`src/rtl/mux_adc_serial_tx.sv`:
```
// Multiplexed ADC sequencer with serial frame transmitter.
// Scans channels, converts one sample per attempt and shifts it out on data_out.
module mux_adc_serial_tx #(
  parameter int CHANNELS  = 8,
  parameter int DATA_W    = 8,
  parameter int DIV       = 104,
  parameter int PARITY_EN = 0,
  parameter int TIMEOUT   = 1023
) (
  input  logic                        clock,
  input  logic                        reset_n,
  input  logic                        run,
  input  logic                        eoc,
  input  logic [DATA_W-1:0]           data_in,
  input  logic                        dsr,
  output logic                        soc,
  output logic                        mux_en,
  output logic [$clog2(CHANNELS)-1:0] canale,
  output logic                        load_dato,
  output logic                        data_out,
  output logic                        error,
  output logic                        busy
);

  localparam int CH_W   = $clog2(CHANNELS);
  localparam int NBITS  = DATA_W + 2 + PARITY_EN;
  localparam int BIT_W  = $clog2(NBITS);
  localparam int BAUD_W = $clog2(DIV);
  localparam int TO_W   = $clog2(TIMEOUT + 1);

  typedef enum logic [2:0] {
    S_IDLE,
    S_MUX,
    S_SOC,
    S_WAIT,
    S_LOAD,
    S_TX,
    S_GAP
  } state_t;

  state_t              r_state;
  state_t              w_next;
  logic [CH_W-1:0]     r_ch;
  logic [BAUD_W-1:0]   r_baud;
  logic [BIT_W-1:0]    r_bit;
  logic [TO_W-1:0]     r_to;
  logic [DATA_W-1:0]   r_sh;
  logic                r_par;
  logic                r_err;
  logic                w_bdone;
  logic                w_last;
  logic                w_tout;
  logic                w_txbit;

  always_comb begin
    w_next  = r_state;
    w_bdone = (r_baud == BAUD_W'(DIV - 1));
    w_last  = (r_bit == BIT_W'(NBITS - 1));
    w_tout  = (r_to == TO_W'(TIMEOUT - 1));
    case (r_state)
      S_IDLE: if (run) w_next = S_MUX;
      S_MUX:  w_next = S_SOC;
      S_SOC:  w_next = S_WAIT;
      S_WAIT: begin
        if (eoc)         w_next = S_LOAD;
        else if (w_tout) w_next = S_GAP;
      end
      S_LOAD: w_next = dsr ? S_TX : S_GAP;
      S_TX:   if (w_bdone && w_last) w_next = S_GAP;
      S_GAP:  w_next = S_IDLE;
      default: w_next = S_IDLE;
    endcase
  end

  // Frame: start, data MSB first from the shift register, optional parity, stop.
  always_comb begin
    w_txbit = 1'b1;
    if (r_bit == '0)
      w_txbit = 1'b0;
    else if (r_bit <= BIT_W'(DATA_W))
      w_txbit = r_sh[DATA_W-1];
    else if (PARITY_EN != 0 && r_bit == BIT_W'(DATA_W + 1))
      w_txbit = r_par;
  end

  always_ff @(posedge clock) begin
    if (!reset_n) begin
      r_state <= S_IDLE;
      r_ch    <= '0;
      r_baud  <= '0;
      r_bit   <= '0;
      r_to    <= '0;
      r_sh    <= '0;
      r_par   <= 1'b0;
      r_err   <= 1'b0;
    end else begin
      r_state <= w_next;
      case (r_state)
        S_SOC: r_to <= '0;
        S_WAIT: begin
          if (!eoc) begin
            if (w_tout) r_err <= 1'b1;
            else        r_to  <= r_to + TO_W'(1);
          end
        end
        S_LOAD: begin
          r_sh   <= data_in;
          r_par  <= ^data_in;
          r_baud <= '0;
          r_bit  <= '0;
          r_err  <= ~dsr;
        end
        S_TX: begin
          if (w_bdone) begin
            r_baud <= '0;
            r_bit  <= w_last ? '0 : r_bit + BIT_W'(1);
            if (r_bit != '0 && r_bit <= BIT_W'(DATA_W))
              r_sh <= {r_sh[DATA_W-2:0], 1'b0};
          end else begin
            r_baud <= r_baud + BAUD_W'(1);
          end
        end
        S_GAP: begin
          if (r_ch == CH_W'(CHANNELS - 1)) r_ch <= '0;
          else                             r_ch <= r_ch + CH_W'(1);
        end
        default: ;
      endcase
    end
  end

  assign soc       = (r_state == S_SOC);
  assign mux_en    = (r_state == S_MUX) || (r_state == S_SOC) ||
                     (r_state == S_WAIT);
  assign load_dato = (r_state == S_LOAD);
  assign data_out  = (r_state == S_TX) ? w_txbit : 1'b1;
  assign busy      = (r_state != S_IDLE);
  assign canale    = r_ch;
  assign error     = r_err;

endmodule
```
`config.mk`:
```
export PLATFORM = sky130hd
export DESIGN_NAME = mux_adc_serial_tx
export DESIGN_NICKNAME = d
export VERILOG_FILES = /design/src/rtl/mux_adc_serial_tx.sv
export SDC_FILE = /design/constraint.sdc
export NUM_CORES = 1
export LEC_CHECK = 0
export CORE_ASPECT_RATIO = 1.75
export CORE_MARGIN = 5
export CORE_UTILIZATION = 60
export DETAILED_ROUTE_END_ITERATION = 8
export GPL_TIMING_DRIVEN = 1
export PLACE_DENSITY_LB_ADDON = 0.1
export SLEW_MARGIN = 20
export SYNTH_ARGS = -nofsm -noshare
export SYNTH_HDL_FRONTEND = slang
export SYNTH_SLANG_ARGS = --single-unit
export TNS_END_PERCENT = 100
```
`constraint.sdc`:
```
create_clock -name clock -period 3.9 [get_ports clock]
set_input_delay 0.585 -clock clock [delete_from_list [all_inputs] [get_ports clock]]
set_output_delay 0.585 -clock clock [all_outputs]
set_load 0.01 [all_outputs]
```
==> results of run 1 <==
layer usage:
| layer | GRT usage [%] | up-vias |
|---|---|---|
| met5 | 0 | - |
| met4 | 10.9 | 0 |
| met3 | 3.92 | 17 |
| met2 | 39.7 | 68 |
| met1 | 23.7 | 887 |
| li1 | - | 942 |
cell usage in the layout, fill, tap and decap left out, drive strengths merged, types with 6 or more instances in the layout:
cell type,Yosys,final
a21oi,21,21
mux2i,13,13
nor3b,8,8
nor2,16,16
nand3,18,18
clkdlybuf4s50,0,21
clkbuf,7,6
nand2,12,12
o21ai,14,14
dfxtp,36,36
inv,7,7
nor3,8,8
state kept, by name (all words and copies together) (netlist names):
name	flops
r_state	3
r_to	10
r_bit	4
r_baud	7
r_sh	8
canale	3
error	1
report_power, final:
group	internal (mW)	total, mW	switching (mW)
clock	0.141	0.272	0.131
combinational	0.131	0.280	0.149
sequential	0.391	0.450	0.0593
total	0.663	1.00	0.339
cell type report:
type	count	area [µm²]	share of cell area (%)
Clock buffer	6	82.6	3.47
Clock inverter	2	10.0	0.420
Inverter	7	26.3	1.10
Multi-Input combinational cell	183	1250	52.6
Sequential cell	36	721	30.3
Tap cell	45	56.3	2.36
Timing Repair Buffer	24	233	9.77
kinds of logic (layout without fill, tap and decap cells):
logic type,after synthesis,count (layout),synth area share (%)
adders and majority gates,5,5,3.01
muxes,13,13,6.26
xor gates and xnor gates,1,1,0.421
DFF,36,36,34.7
buffers and inverters,21,39,5.05
and+or+nand+nor,102,102,29.8
AOI/OAI and AO/OA,62,62,20.8
how the worst max path moves through the flow:
| stage | from | end | slack [ns] | cells past startpoint |
|---|---|---|---|---|
| 2_1_floorplan | r_state[0] | mux_en | 2.13 | 5 |
| 3_3_place_gp | r_state[2] | data_out | 1.53 | 5 |
| 3_5_place_dp | r_state[2] | data_out | 1.53 | 5 |
| 4_1_cts | r_state[2] | data_out | 1.19 | 5 |
| 5_1_grt | r_state[2] | data_out | 1.0 | 5 |
| 6_report | r_state[0] | data_out | 1.18 | 3 |
cells in the mapped netlist (7+ instances only):
| master | n | area (µm²) |
|---|---|---|
| nor3b_2 | 7 | 87.6 |
| dfxtp_1 | 36 | 721 |
| a21oi_1 | 20 | 100 |
| nand2_1 | 12 | 45.0 |
| inv_1 | 7 | 26.3 |
| o21ai_1 | 9 | 45.0 |
| nand3_1 | 18 | 90.1 |
| nor2_1 | 16 | 60.1 |
| clkbuf_1 | 7 | 26.3 |
| mux2i_1 | 13 | 130 |
| nor3_1 | 7 | 35.0 |
tightest hold or removal path: cells and delay by family, from the launching register on:
kind | cells | cell delay (ns)
flops | 1 | 0.31
compound gates | 2 | 0.12
through the flow:
step	util (%)	power, mW	hold slack, ns	setup slack, ns	cells
CTS	70.8	1.00	0.482	1.19	303
global route	70.8	1.06	0.503	0.999	303
global placement	68.1	0.730	0.465	1.53	295
finish	70.8	1.00	0.478	1.18	303
detailed placement	68.1	0.734	0.466	1.53	295
floorplan	-	0.651	0.446	2.13	240
==> flow_metrics.env, run 1 <==
export IMPL_hold_viol=0
export IMPL_status="finished, final reports clean"
export IMPL_cts_tree="built"
export IMPL_clkLatencyLatePin_ns=0.28
export IMPL_grt_usage_pct=22.2
export IMPL_clock_sinks=36
export IMPL_dr_pass1_iters=4
export IMPL_cp_end_kind="output pin"
export IMPL_ant_nets=0
export IMPL_grt_pass1_vias=1807
export IMPL_grt_ovfl_total=0
export IMPL_synth_area_per_cell_um2=8.66
export IMPL_synthCells=240
export IMPL_synth_cell_type_count=50
export IMPL_grt_max_degree=27
export IMPL_power_density_nw_per_um2=421
export IMPL_syn_nets=258
export IMPL_routed_via_count=1914
export IMPL_yosysSeqAreaShare_pct=34.7
export IMPL_clock_fmax_mhz=368
export IMPL_synth_flop_cell="dfxtp_1"
export IMPL_fp_dieW_um=54.5
export IMPL_core_rowCount=28
export IMPL_r2r_slack_ns=1.69
export IMPL_remaining_drc_errors=0
export IMPL_wl_per_cell_um=16.0
export IMPL_critPathRequiredTime_ns=3.31
export IMPL_hold_buffers=0
export IMPL_critical_path_buf_inv_count=1
export IMPL_wl_met1_um=1930
export IMPL_met3_length_um=205
export IMPL_max_cap_viol_count=0
export IMPL_gp_congestion=0.824
export IMPL_path_max_fanout=26
export IMPL_dp_hpwl_um=3510
export IMPL_numCtsBuffers=5
export IMPL_die_y_um=87.9
export IMPL_ctsHtreeMaxLevel=2
export IMPL_r2r_start="r_state[0]"
export IMPL_tightest_slew_ns=0.866
export IMPL_yosys_warnings=0
export IMPL_finalSetupViolCount=0
export IMPL_dr_wl_met2_um=2530
export IMPL_final_cell_area_um2=2380
export IMPL_crit_path_max_incr_delay_ns=0.89
export IMPL_clockBufferDepth=2
export IMPL_area_growth_pct=14.6
export IMPL_fin_nets=275
export IMPL_slew_headroom_pct=42.2
export IMPL_peakVddDrop_mv=0.281
export IMPL_ctsResizeCount=0
export IMPL_leakage_nw=0.890
export IMPL_cpMaxStageDelayCell="dfxtp_1"
export IMPL_crit_arrival_ns=2.14
export IMPL_start_util_pct=61.8
export IMPL_die_area_um2=4790
export IMPL_path_cells="and2_1 -> o21ai_0 -> clkdlybuf4s50_1"
export IMPL_routed_wl_um=4850
export IMPL_numPortBuffers=21
export IMPL_clk_pin_slew_worst_paths_ns=0.07
export IMPL_routed_via_density=6.32
export IMPL_pin_count=22
export IMPL_top_layer="met4"
export IMPL_drt_iter0_drc=60
export IMPL_min_to="r_sh[0]"
export IMPL_worstReg2RegEnd="r_baud[6]"
export IMPL_core_area_um2=3360
export IMPL_synth_edff_count=0
export IMPL_n_fill_cell=292
export IMPL_hp_start="r_sh[0]"
export IMPL_tns_ns=0
export IMPL_fin_crit_sh_pct=69.7
export IMPL_ys_seq_elements=36
export IMPL_slew_violations=0
export IMPL_crit_family="flip-flops"
export IMPL_start_kind="flop"
export IMPL_ff2ff_path_depth=5
export IMPL_grt_pass1_wl_um=7920
export IMPL_async_reset_ff_share_pct=0
export IMPL_grt_setup_unrepaired="no"
export IMPL_drive_above_1_share_pct=8.53
export IMPL_worstSetupPathType="flop to output pin"
export IMPL_post_cts_buffers=0
export IMPL_whs_path_depth=2
export IMPL_antenna_found_initial=0
export IMPL_clock_root_buffer="clkbuf_8"
export IMPL_netlist_area_um2=2080
export IMPL_hold_path_class="flop to flop"
export IMPL_skew_ns=0.00631
export IMPL_fin_crit_ns=2.72
export IMPL_diodes=0
export IMPL_place_area_um2=2290
Note: power is estimated with default switching activity, not from simulation.
==> inputs of run 2 (changes only) <==
Settings changed: CORE_UTILIZATION 60 to 56.
Clock period 3.9 ns to 2.6 ns, I/O delays scaled along.
==> run 2 against run 1 <==
Compared with the run above: register-to-register slack lost 1.1 ns; non-clock buffer count grew 4; cell count grew 1.7%; first-iteration DRC count grew 17%; clock power grew 83%; hold slack lost 0.0022 ns; clock skew grew 0.0016 ns; core utilization shrank 3.8 points; setup slack lost 0.92 ns; critical endpoint is now soc; largest cell class unchanged.
==> flow_metrics.env, run 2 (synthesis results as in run 1) <==
export IMPL_ant_nets=0
export IMPL_slew_violations=0
export IMPL_layout_common_cells="dfxtp_1, clkdlybuf4s50_1, a21oi_1"
export IMPL_hp_start="r_sh[0]"
export IMPL_power_density_nw_per_um2=666
export IMPL_r2r_slack_ns=0.59
export IMPL_grt_max_degree=25
export IMPL_design_power_total_mw=1.62
export IMPL_drt_iter0_drc=70
export IMPL_numCtsBuffers=5
export IMPL_pin_count=22
export IMPL_numPortBuffers=21
export IMPL_final_cells=308
export IMPL_status="finished, final reports clean"
export IMPL_clkLatencyLatePin_ns=0.29
export IMPL_placed_cells=300
export IMPL_top_register="r_to"
export IMPL_diodes=0
export IMPL_worstSetupPathType="flop to output pin"
export IMPL_largest_reg_flops=10
export IMPL_tightest_slew_ns=0.743
export IMPL_grt_ovfl_total=0
export IMPL_routed_via_density=6.20
export IMPL_max_cap_viol_count=0
export IMPL_path_cells="nor3b_1 -> clkdlybuf4s50_1"
export IMPL_hold_path_class="flop to flop"
export IMPL_ctsHtreeMaxLevel=2
export IMPL_cpMaxStageDelayCell="clkdlybuf4s50_1"
export IMPL_slew_headroom_pct=50.3
export IMPL_antenna_found_initial=0
export IMPL_tns_ns=0
export IMPL_routed_wl_um=4840
export IMPL_r2r_start="r_state[0]"
export IMPL_final_cell_area_um2=2430
export IMPL_grt_pass1_wl_um=8400
export IMPL_remaining_drc_errors=0
export IMPL_dr_pass1_iters=4
export IMPL_fin_nets=279
export IMPL_cp_end_kind="output pin"
export IMPL_grt_setup_unrepaired="no"
export IMPL_place_area_um2=2320
export IMPL_post_cts_buffers=0
export IMPL_peakVddDrop_mv=0.606
export IMPL_die_y_um=90.6
export IMPL_ff2ff_path_depth=5
export IMPL_clock_root_buffer="clkbuf_8"
export IMPL_core_area_um2=3630
export IMPL_fin_crit_sh_pct=90.1
export IMPL_skew_ns=0.00795
export IMPL_leakage_nw=0.912
export IMPL_start_util_pct=57.3
export IMPL_critPathRequiredTime_ns=2.21
export IMPL_routed_via_count=1909
export IMPL_fp_dieW_um=56.1
export IMPL_clock_sinks=36
export IMPL_drive_above_1_share_pct=9.92
export IMPL_path_max_fanout=12
export IMPL_hold_ws_ns=0.476
export IMPL_min_to="r_sh[0]"
export IMPL_hold_viol=0
export IMPL_clock_fmax_mhz=427
export IMPL_ctsResizeCount=0
export IMPL_wl_per_cell_um=15.7
export IMPL_grt_pass1_vias=1912
export IMPL_core_rowCount=29
export IMPL_cp_startpoint="r_state[1]"
export IMPL_finalSetupViolCount=0
export IMPL_whs_path_depth=2
export IMPL_clk_pin_slew_worst_paths_ns=0.08
export IMPL_cts_tree="built"
export IMPL_dp_hpwl_um=3560
export IMPL_fin_crit_ns=2.34
export IMPL_n_fill_cell=321
export IMPL_crit_path_max_incr_delay_ns=0.63
export IMPL_clockBufferDepth=2
export IMPL_die_area_um2=5080
export IMPL_layout_commonest_cell="dfxtp_1"
export IMPL_worstReg2RegEnd="r_baud[6]"
export IMPL_start_kind="flop"
export IMPL_crit_arrival_ns=1.95
export IMPL_grt_usage_pct=20.3
export IMPL_top_regs="r_to x10, r_sh x8, r_baud x7"
export IMPL_hold_buffers=0
export IMPL_area_growth_pct=17.0
export IMPL_gp_congestion=0.808
[run 2: worst max-delay path: cells and delay by family, from the launching register on]
kind                   cells  cell delay, ns
flip-flops                 1            0.53
buffers and inverters      1            0.63
AND/OR/NAND/NOR            1            0.50
[run 2: stage by stage]
step / util (%) / setup slack (ns)
finish: 67.0 / 0.258
global route: 67.0 / 0.144
CTS: 67.0 / 0.236
detailed placement: 64.0 / 0.550
global placement: 64.0 / 0.548
floorplan: - / 0.858
[run 2: layout make-up]
| class | count | area (µm²) | share of cell area, % |
|---|---|---|---|
| clock inverters | 3 | 42.5 | 1.75 |
| flip-flops and latches | 36 | 721 | 29.6 |
| multi-input cells | 183 | 1250 | 51.5 |
| inverters | 7 | 26.3 | 1.08 |
| repair buffers | 28 | 263 | 10.8 |
| well taps | 46 | 57.6 | 2.37 |
| clock buffers | 5 | 68.8 | 2.83 |
[run 2: metal layers]
| layer | share of wire (%) | vias up | GRT usage, % |
|---|---|---|---|
| met3 | 3.9 | 17 | 4.01 |
| met5 | 0 | - | 0 |
| li1 | - | 951 | - |
| met4 | 3.5 | 0 | 10.7 |
| met1 | 40 | 889 | 20.8 |
| met2 | 53 | 52 | 37.2 |
[run 2: worst max-delay path by stage]
stage | to | slack, ns | depth (start not counted)
after floorplan | r_to[9] | 0.86 | 6
after global placement | r_to[9] | 0.55 | 5
after detailed placement | r_to[9] | 0.55 | 5
after CTS | soc | 0.24 | 2
after global routing | soc | 0.14 | 2
final | soc | 0.26 | 2
[run 2: power by group]
group          internal [mW]  leakage, nW  switching [mW]
Combinational          0.216        0.567           0.259
Sequential             0.586        0.291          0.0625
Clock                  0.284       0.0541           0.214
Total                   1.09        0.912           0.535
